`config.mk`:
```
export PLATFORM = sky130hd
export DESIGN_NAME = voice_scheduler
export DESIGN_NICKNAME = d
export VERILOG_FILES = /design/src/rtl/voice_scheduler.sv
export SDC_FILE = /design/constraint.sdc
export NUM_CORES = 1
export LEC_CHECK = 0
export CORE_UTILIZATION = 40
export DETAILED_ROUTE_END_ITERATION = 10
export PLACE_DENSITY_LB_ADDON = 0.15
export RECOVER_POWER = 25
export SLEW_MARGIN = 15
export SYNTH_ARGS = -nofsm -noshare
export SYNTH_HDL_FRONTEND = slang
export SYNTH_SLANG_ARGS = --single-unit
```
`constraint.sdc`:
```
create_clock -name CLOCK_50 -period 5.5 [get_ports CLOCK_50]
set_clock_uncertainty 0.05 [all_clocks]
set_input_delay 0.55 -clock CLOCK_50 [delete_from_list [all_inputs] [get_ports CLOCK_50]]
set_output_delay 0.55 -clock CLOCK_50 [all_outputs]
set_load 0.005 [all_outputs]
```
`src/rtl/voice_scheduler.sv`:
```
// voice_scheduler: allocates note-on/off events to square-wave voice slots
// (free slot first, otherwise steal the oldest), runs one half-period timer
// per slot, and on each sample request walks the slots one per cycle to sum
// the active voices into a signed 32-bit sample.
//
// Handshake: an event transfers on a rising CLOCK_50 edge where ev_valid and
// ev_ready are both high; ev_valid, ev_key_on and ev_period must be held
// stable until that edge. mix_req has no ready: it is taken in IDLE or kept
// in a single pending flag, and extra requests while pending are dropped.
module voice_scheduler #(
  parameter int          NUM_VOICES = 4,
  parameter int          PER_W      = 20,
  parameter logic [31:0] AMPLITUDE  = 32'd10000000
) (
  input  logic                  CLOCK_50,
  input  logic                  reset_n,
  input  logic                  ev_valid,
  output logic                  ev_ready,
  input  logic                  ev_key_on,
  input  logic [PER_W-1:0]      ev_period,
  input  logic                  mix_req,
  output logic                  mix_valid,
  output logic [31:0]           mix_sample,
  output logic [NUM_VOICES-1:0] voice_active,
  output logic                  steal,
  output logic [1:0]            dbg_state
);
  localparam int IDX_W = (NUM_VOICES > 1) ? $clog2(NUM_VOICES) : 1;
  localparam logic [IDX_W-1:0] LAST_IDX = IDX_W'(NUM_VOICES - 1);
  localparam logic [IDX_W-1:0] AGE_MAX  = IDX_W'(NUM_VOICES - 1);

  typedef enum logic [1:0] {
    S_IDLE  = 2'd0,
    S_EVENT = 2'd1,
    S_MIX   = 2'd2
  } state_t;

  state_t                state_q, state_d;
  logic                  pend_q, pend_d;
  logic                  alive_q, alive_d;
  logic [IDX_W-1:0]      idx_q, idx_d;
  logic [31:0]           acc_q, acc_d;
  logic                  done_q, done_d;
  logic                  mix_valid_q, mix_valid_d;
  logic [31:0]           mix_sample_q, mix_sample_d;
  logic                  steal_q, steal_d;
  logic                  key_q, key_d;
  logic [PER_W-1:0]      per_q, per_d;
  logic [NUM_VOICES-1:0] active_q, active_d;
  logic [NUM_VOICES-1:0] phase_q, phase_d;
  logic [PER_W-1:0]      period_q [NUM_VOICES];
  logic [PER_W-1:0]      period_d [NUM_VOICES];
  logic [PER_W-1:0]      cnt_q [NUM_VOICES];
  logic [PER_W-1:0]      cnt_d [NUM_VOICES];
  logic [IDX_W-1:0]      age_q [NUM_VOICES];
  logic [IDX_W-1:0]      age_d [NUM_VOICES];

  logic                  hit, free_found;
  logic [IDX_W-1:0]      hit_idx, free_idx, old_idx, old_age, load_idx;
  logic [31:0]           contrib;

  assign mix_valid    = mix_valid_q;
  assign mix_sample   = mix_sample_q;
  assign voice_active = active_q;
  assign steal        = steal_q;
  assign dbg_state    = state_q;

  // Slot search for the latched event: matching period, lowest free, oldest.
  always_comb begin
    hit        = 1'b0;
    hit_idx    = '0;
    free_found = 1'b0;
    free_idx   = '0;
    old_idx    = '0;
    old_age    = age_q[0];
    for (int i = 0; i < NUM_VOICES; i++) begin
      if (!hit && active_q[i] && (period_q[i] == per_q)) begin
        hit     = 1'b1;
        hit_idx = IDX_W'(i);
      end
      if (!free_found && !active_q[i]) begin
        free_found = 1'b1;
        free_idx   = IDX_W'(i);
      end
      // strict compare keeps the lowest index on equal ages
      if (age_q[i] > old_age) begin
        old_age = age_q[i];
        old_idx = IDX_W'(i);
      end
    end
  end

  // Next-state: control FSM, voice timers, allocation and serial mix.
  always_comb begin
    state_d      = state_q;
    pend_d       = pend_q;
    alive_d      = 1'b1;
    idx_d        = idx_q;
    acc_d        = acc_q;
    done_d       = 1'b0;
    mix_valid_d  = done_q;
    mix_sample_d = done_q ? acc_q : mix_sample_q;
    steal_d      = 1'b0;
    key_d        = key_q;
    per_d        = per_q;
    ev_ready     = 1'b0;
    load_idx     = '0;
    contrib      = '0;
    active_d     = active_q;
    phase_d      = phase_q;
    for (int i = 0; i < NUM_VOICES; i++) begin
      period_d[i] = period_q[i];
      age_d[i]    = age_q[i];
      if (active_q[i]) begin
        if (cnt_q[i] == period_q[i]) begin
          cnt_d[i]   = '0;
          phase_d[i] = ~phase_q[i];
        end else begin
          cnt_d[i] = cnt_q[i] + PER_W'(1);
        end
      end else begin
        cnt_d[i]   = '0;
        phase_d[i] = 1'b0;
      end
    end

    case (state_q)
      S_IDLE: begin
        if (mix_req || pend_q) begin
          state_d = S_MIX;
          pend_d  = 1'b0;
          acc_d   = '0;
          idx_d   = '0;
        end else begin
          ev_ready = alive_q;
          if (ev_valid && alive_q) begin
            key_d   = ev_key_on;
            per_d   = ev_period;
            state_d = S_EVENT;
          end
        end
      end
      S_EVENT: begin
        if (mix_req) pend_d = 1'b1;
        state_d = S_IDLE;
        if (key_q) begin
          if (per_q != '0) begin
            load_idx = hit ? hit_idx : (free_found ? free_idx : old_idx);
            steal_d  = !hit && !free_found;
            for (int i = 0; i < NUM_VOICES; i++) begin
              if (IDX_W'(i) == load_idx) begin
                active_d[i] = 1'b1;
                period_d[i] = per_q;
                cnt_d[i]    = '0;
                phase_d[i]  = 1'b1;
                age_d[i]    = '0;
              end else if (active_q[i]) begin
                age_d[i] = (age_q[i] == AGE_MAX) ? AGE_MAX : age_q[i] + IDX_W'(1);
              end
            end
          end
        end else begin
          for (int i = 0; i < NUM_VOICES; i++) begin
            if (active_q[i] && (period_q[i] == per_q)) begin
              active_d[i] = 1'b0;
              phase_d[i]  = 1'b0;
              cnt_d[i]    = '0;
              age_d[i]    = '0;
            end
          end
        end
      end
      S_MIX: begin
        if (mix_req) pend_d = 1'b1;
        if (active_q[idx_q]) begin
          contrib = phase_q[idx_q] ? AMPLITUDE : (32'd0 - AMPLITUDE);
        end
        acc_d = acc_q + contrib;
        if (idx_q == LAST_IDX) begin
          state_d = S_IDLE;
          done_d  = 1'b1;
        end else begin
          idx_d = idx_q + IDX_W'(1);
        end
      end
      default: state_d = S_IDLE;
    endcase
  end

  // State registers with asynchronous active-low reset.
  always_ff @(posedge CLOCK_50 or negedge reset_n) begin
    if (!reset_n) begin
      state_q      <= S_IDLE;
      pend_q       <= 1'b0;
      alive_q      <= 1'b0;
      idx_q        <= '0;
      acc_q        <= '0;
      done_q       <= 1'b0;
      mix_valid_q  <= 1'b0;
      mix_sample_q <= '0;
      steal_q      <= 1'b0;
      key_q        <= 1'b0;
      per_q        <= '0;
      active_q     <= '0;
      phase_q      <= '0;
      period_q     <= '{default: '0};
      cnt_q        <= '{default: '0};
      age_q        <= '{default: '0};
    end else begin
      state_q      <= state_d;
      pend_q       <= pend_d;
      alive_q      <= alive_d;
      idx_q        <= idx_d;
      acc_q        <= acc_d;
      done_q       <= done_d;
      mix_valid_q  <= mix_valid_d;
      mix_sample_q <= mix_sample_d;
      steal_q      <= steal_d;
      key_q        <= key_d;
      per_q        <= per_d;
      active_q     <= active_d;
      phase_q      <= phase_d;
      period_q     <= period_d;
      cnt_q        <= cnt_d;
      age_q        <= age_d;
    end
  end

endmodule

```
# Yosys cells after proc, flatten, opt, wreduce, memory -nomap -nowiden
# Cells that the tools add are included.
# op_classes
order_cmp	4
n_eq_ne	32
muxes	113
n_reduce_logical	53
bitwise	5
add_sub_neg	10
# op_table
op	count
two-way mux 20 bit	16
two-way mux 80 bit	3
equality test 20 bit	8
two-way mux 32 bit	4
adder 20 x 1 -> 20 bit (second input constant)	4
case mux 32 bit (2 select lines)	1
two-way mux 2 bit	31
AND reduction 4 bit	12
two-way mux 1 bit	46
adder 32 bit	1
two-way mux 4 bit	5
nonzero test 20 bit	1
two-way mux 8 bit	2
logical AND 1 bit	15
equality test 2 bit (second input constant)	6
!= test 2 x 1 -> 1 bit (second input constant)	6
!= test 3 x 1 -> 1 bit (second input constant)	4
nonzero test 2 bit	6
adder 2 x 1 -> 2 bit (second input constant)	5
zero test 1 bit	10
AND reduction 3 bit	3
case mux 2 bit (2 select lines)	2
greater-than comparator 2 bit	3
!= test 2 bit (second input constant)	3
12 further kinds	20
# totals
out_inout_bits	41
wordCells	245
regBits	270
in_bits	25

# Longest topological paths before layout
# logic_depth
word_depth	21
mapped_depth	21
ltp_nobuf	19

# Worst setup path before layout
# OpenSTA, ideal clock, no wires.
# synth_path
path_type	reg-to-reg
start	register age_q[5] in the netlist's numbering
end	register period_q[22] in the netlist's numbering
path_buffers	2
arrival_time_ns	3.979
setup_ns	0.125
stages_incl_launch_ff	21
synth_period_minus_slack_ns	4.154
setup_slack_ns	1.346
required_time_ns	5.325
path_cell_list	dfrtp_1 -> inv_1 -> ha_1 -> nor2_1 -> o21ai_0 -> o21ai_0 -> ha_1 -> nor2b_1 -> or2_2 -> mux2_2 -> ha_1 -> nand2_1 -> o21ai_0 -> a41o_1 -> o21ai_0 -> nand2_1 -> a21oi_1 -> or4_4 -> buf_6 -> buf_12 -> mux2_4
# synth_between
elab_chain_len	10
word_cells_on_any_way	12
cone_classes	3 x order compare; 1 x eq/ne; 7 x mux; 1 x reduce/logical
# synth_rtl
element	line	rtl
start, declared	55	logic [IDX_W-1:0] age_q [NUM_VOICES];
start signal, assigned	225	age_q <= age_d;
greater-than comparator 2 bit	86	if (age_q[i] > old_age) begin
two-way mux 2 bit	86	
greater-than comparator 2 bit	86	
two-way mux 2 bit	86	
greater-than comparator 2 bit	86	
two-way mux 2 bit *	86	
two-way mux 2 bit * (2 in series)	148	load_idx = hit ? hit_idx : (free_found ? free_idx : old_idx);
equality test 2 bit *	151	if (IDX_W'(i) == load_idx) begin
AND reduction 4 bit (no line) *	-	
end signal, assigned	223	period_q <= period_d;
end, declared	51	logic [PER_W-1:0] period_q [NUM_VOICES];
# Every way passes the cells marked *; elsewhere a longest branch is shown, timed or not.
# A chain may end at the register's enable or synchronous reset.

==> impl_metrics.yaml <==
placed_design:
  postPlaceCellArea_mm2: 0.0151
  place_congestion: 0.876
  placed_cells: 1799
  io_buffers: 58
  post-dp-hpwl_um: 23100
critical_path:
  critPathLaunchType: "flip-flop"
  r2r_slack_ns: 0.75
  critPathLaunch: "age_q[5]"
  worstPathArrival_ns: 5.09
  rr_worst_depth: 18
  required_ns: 5.84
  setup.worst_path.end: "cnt_q[76]"
  end_kind: "flip-flop"
  reg2reg_to: "cnt_q[76]"
  cp_max_fo: 20
  crit_type: "reg -> reg"
  r2r_start: "age_q[5]"
clock_network:
  cts_setup_buffers: 0
  clockBufferDepth: 3
  cts.sinks: 256
  clkSlewWorstSetupHoldPaths_ns: 0.07
  cts_tree: "yes"
  clkLatencyLatePin_ns: 0.57
  numCtsBuffers: 29
  htreeDepth: 1
  cts-root-buf: "clkbuf_16"
synth:
  synth-seq-cells: 256
  yosysSeqAreaShare_pct: 44.9
  synthXorXnorAreaFrac_pct: 15.3
  synth_compound_area_share_pct: 6.98
  yosysWarnings: 0
  async_reset_ff_share_pct: 100
  syn_inst: 1334
  synth-edff-count: 0
  netlist_area_mm2: 0.0143
  synth_ff_type: "dfrtp_1"
  synthAdderAreaFrac_pct: 3.73
  syn_avg_cell_area_um2: 10.7
  muxShareOfSynthArea_pct: 11.0
  synth_top_family_by_area: "XOR/XNOR gates"
  synth-simple-area-share_pct: 14.5
  synth_cell_types: 72
routing:
  routed-via-count: 9698
  avgViaCountPerCell: 5.23
  drt-wirelength-per-cell_um: 17.9
  drtIter0Drc: 426
  antenna_left: 0
  drc: 0
  firstDrtPassIters: 5
  routed_wl_um: 33200
power_and_ir_drop:
  p_seq_share_pct: 38.8
  ir_worst_vdd_mv: 0.373
  p_leak_nw: 7.28
  pwr-share-comb_pct: 34.4
  p_sw_mw: 2.75
  clkPwrFrac_pct: 26.9
  p_int_mw: 4.70
  switching_share_pct: 36.9
  p_per_area_mw_per_mm2: 462
outcome:
  violations: "capacitance limit, slew limit"
  status: "finished, violations left"
die:
  rows: 68
  core_mm2: 0.0348
  die_y_um: 191
  dieArea_mm2: 0.0364
  die_x_um: 191
  start_util_pct: 41.0
  io_pins: 66
finish:
  nets: 1443
  diodes: 0
  layout_commonest_cell: "dfrtp_1"
  fin_area_mm2: 0.0161
  instances_no_fill: 1854
  layout_common_cells: "dfrtp_1, xnor2_1, xor2_1, nor2_1, mux2_2"
  drive_gt1_share_pct: 13.6
  syn2layout_area_growth_pct: 13.1
grt:
  grt_pass1_vias: 9738
  antenna_found_initial: 1
  grt_max_degree: 139
  grt_usage_pct: 18.7
  grt_pass1_wl_um: 54000
  overflow: 0
worst_hold_path:
  hp-class: "reg -> reg"
sta:
  relSlewSlack_pct: -125
  setup_tns_ns: 0
  fin_crit_ns: 4.75
  tightest_slew_ns: 3.37
  setup_viol_count_final: 0
  fmax_mhz: 211
  drv_slew: 63
  rsz0062_at_grt: "false"
  fin_crit_sh_pct: 86.3
  finalHoldViolations: 0
flow_run:
  maxCapViolCount: 1
[critical path: stages, from the launching register on]
cell,delay [ns]
dfrtp_1,0.37
inv_1,0.08
ha_1,0.30
nor2_1,0.12
o21ai_0,0.11
o21ai_0,0.27
ha_1,0.28
nor2b_1,0.13
or2_2,0.30
mux2_2,0.28
ha_1,0.27
nand2_1,0.04
o21ai_0,0.10
a41o_1,0.26
o21ai_0,0.17
a31oi_1,0.42
o211a_1,0.27
nand3b_1,0.61
nor2_1,0.12
[power groups by stage]
stage | Clock [mW] | Sequential [mW] | Combinational (mW)
final | 2.00 | 2.89 | 2.56
after floorplan | 0 | 2.47 | 2.20
after CTS | 2.07 | 2.90 | 2.59
after global routing | 2.13 | 2.95 | 2.89
after detailed placement | 0 | 2.94 | 2.57
after global placement | 0 | 2.92 | 2.55
[metrics by stage]
stage          hold WS [ns]  utilization (%)  total power [mW]  setup WS, ns
2_1_floorplan         0.204                -              4.67          1.35
3_3_place_gp          0.440             43.5              5.47         0.950
3_5_place_dp          0.446             43.5              5.51         0.788
4_1_cts               0.460             46.4              7.55         0.729
5_1_grt               0.473             46.4              7.97         0.265
6_report              0.456             46.4              7.46         0.751
[cells by family (layout without fill, tap and decap cells)]
kind of cell	count (synthesis)	count (layout)
other	2	8
AND/OR/NAND/NOR	410	410
multiplexers	131	131
adder cells (fa/ha/maj)	42	42
flip-flops	256	256
AO/OA/AOI/OAI	151	151
XOR/XNOR	250	250
buffers and inverters	92	151
[worst min-delay path by stage]
stage	start	depth (start not counted)	endpoint	slack (ns)
floorplan	reset_n	0	acc_q[10]	0.20
global placement	mix_sample[24]	1	mix_sample[24]	0.44
detailed placement	mix_sample[25]	1	mix_sample[25]	0.45
CTS	mix_sample[25]	1	mix_sample[25]	0.46
global route	mix_sample[19]	1	mix_sample[19]	0.47
finish	mix_sample[28]	1	mix_sample[28]	0.46
[layout make-up]
cell class | instances | area, um^2
clock buffer | 45 | 876
clock inverter | 9 | 129
fill | 3228 | 18700
inverter | 28 | 105
multi-input combinational | 992 | 7390
sequential | 256 | 6410
tap | 455 | 569
timing repair buffer | 69 | 663
[state kept, by name (all words and copies together) (netlist names), 2 cells and up]
name and flops:
acc_q 25, age_q 8, phase_q 4, voice_active 4, idx_q 2, period_q 80, mix_sample 25, dbg_state 2
per_q 20, cnt_q 80
[what timing repair did]
action	in CTS	in global routing
endpoints found under the setup margin	0	0
hold buffers	1	0
gates resized for setup	0	0
endpoints found under the hold margin	60	0
[Yosys cell counts (7+ instances only)]
library cell | number | area [um^2]
or2_2 | 8 | 50.1
nand2_1 | 66 | 248
a31oi_1 | 8 | 50.1
a21o_1 | 13 | 97.6
inv_1 | 28 | 105
nand3_1 | 49 | 245
dfrtp_1 | 256 | 6410
mux2_1 | 17 | 191
o21ai_0 | 40 | 200
nor4_1 | 27 | 169
nor2b_1 | 8 | 50.1
xor2_1 | 122 | 1070
nand4_1 | 52 | 325
and3_1 | 20 | 125
xnor2_1 | 128 | 1120
ha_1 | 41 | 513
buf_4 | 10 | 75.1
and2_1 | 10 | 62.6
mux2_4 | 18 | 270
clkbuf_1 | 21 | 78.8
a21oi_1 | 31 | 155
mux2_2 | 93 | 1050
buf_6 | 11 | 124
nor3_1 | 18 | 90.1
buf_2 | 16 | 80.1
nand2b_1 | 7 | 43.8
nor2_1 | 122 | 458
[layer usage]
layer	global-route usage, %	up-vias	part of all wire [%]
met1	26.8	4747	49
met3	2.50	43	3.7
met4	4.22	2	2.0
met2	30.0	156	46
met5	0	-	0.039
li1	-	4750	-
(Power assumes the default switching activity.)
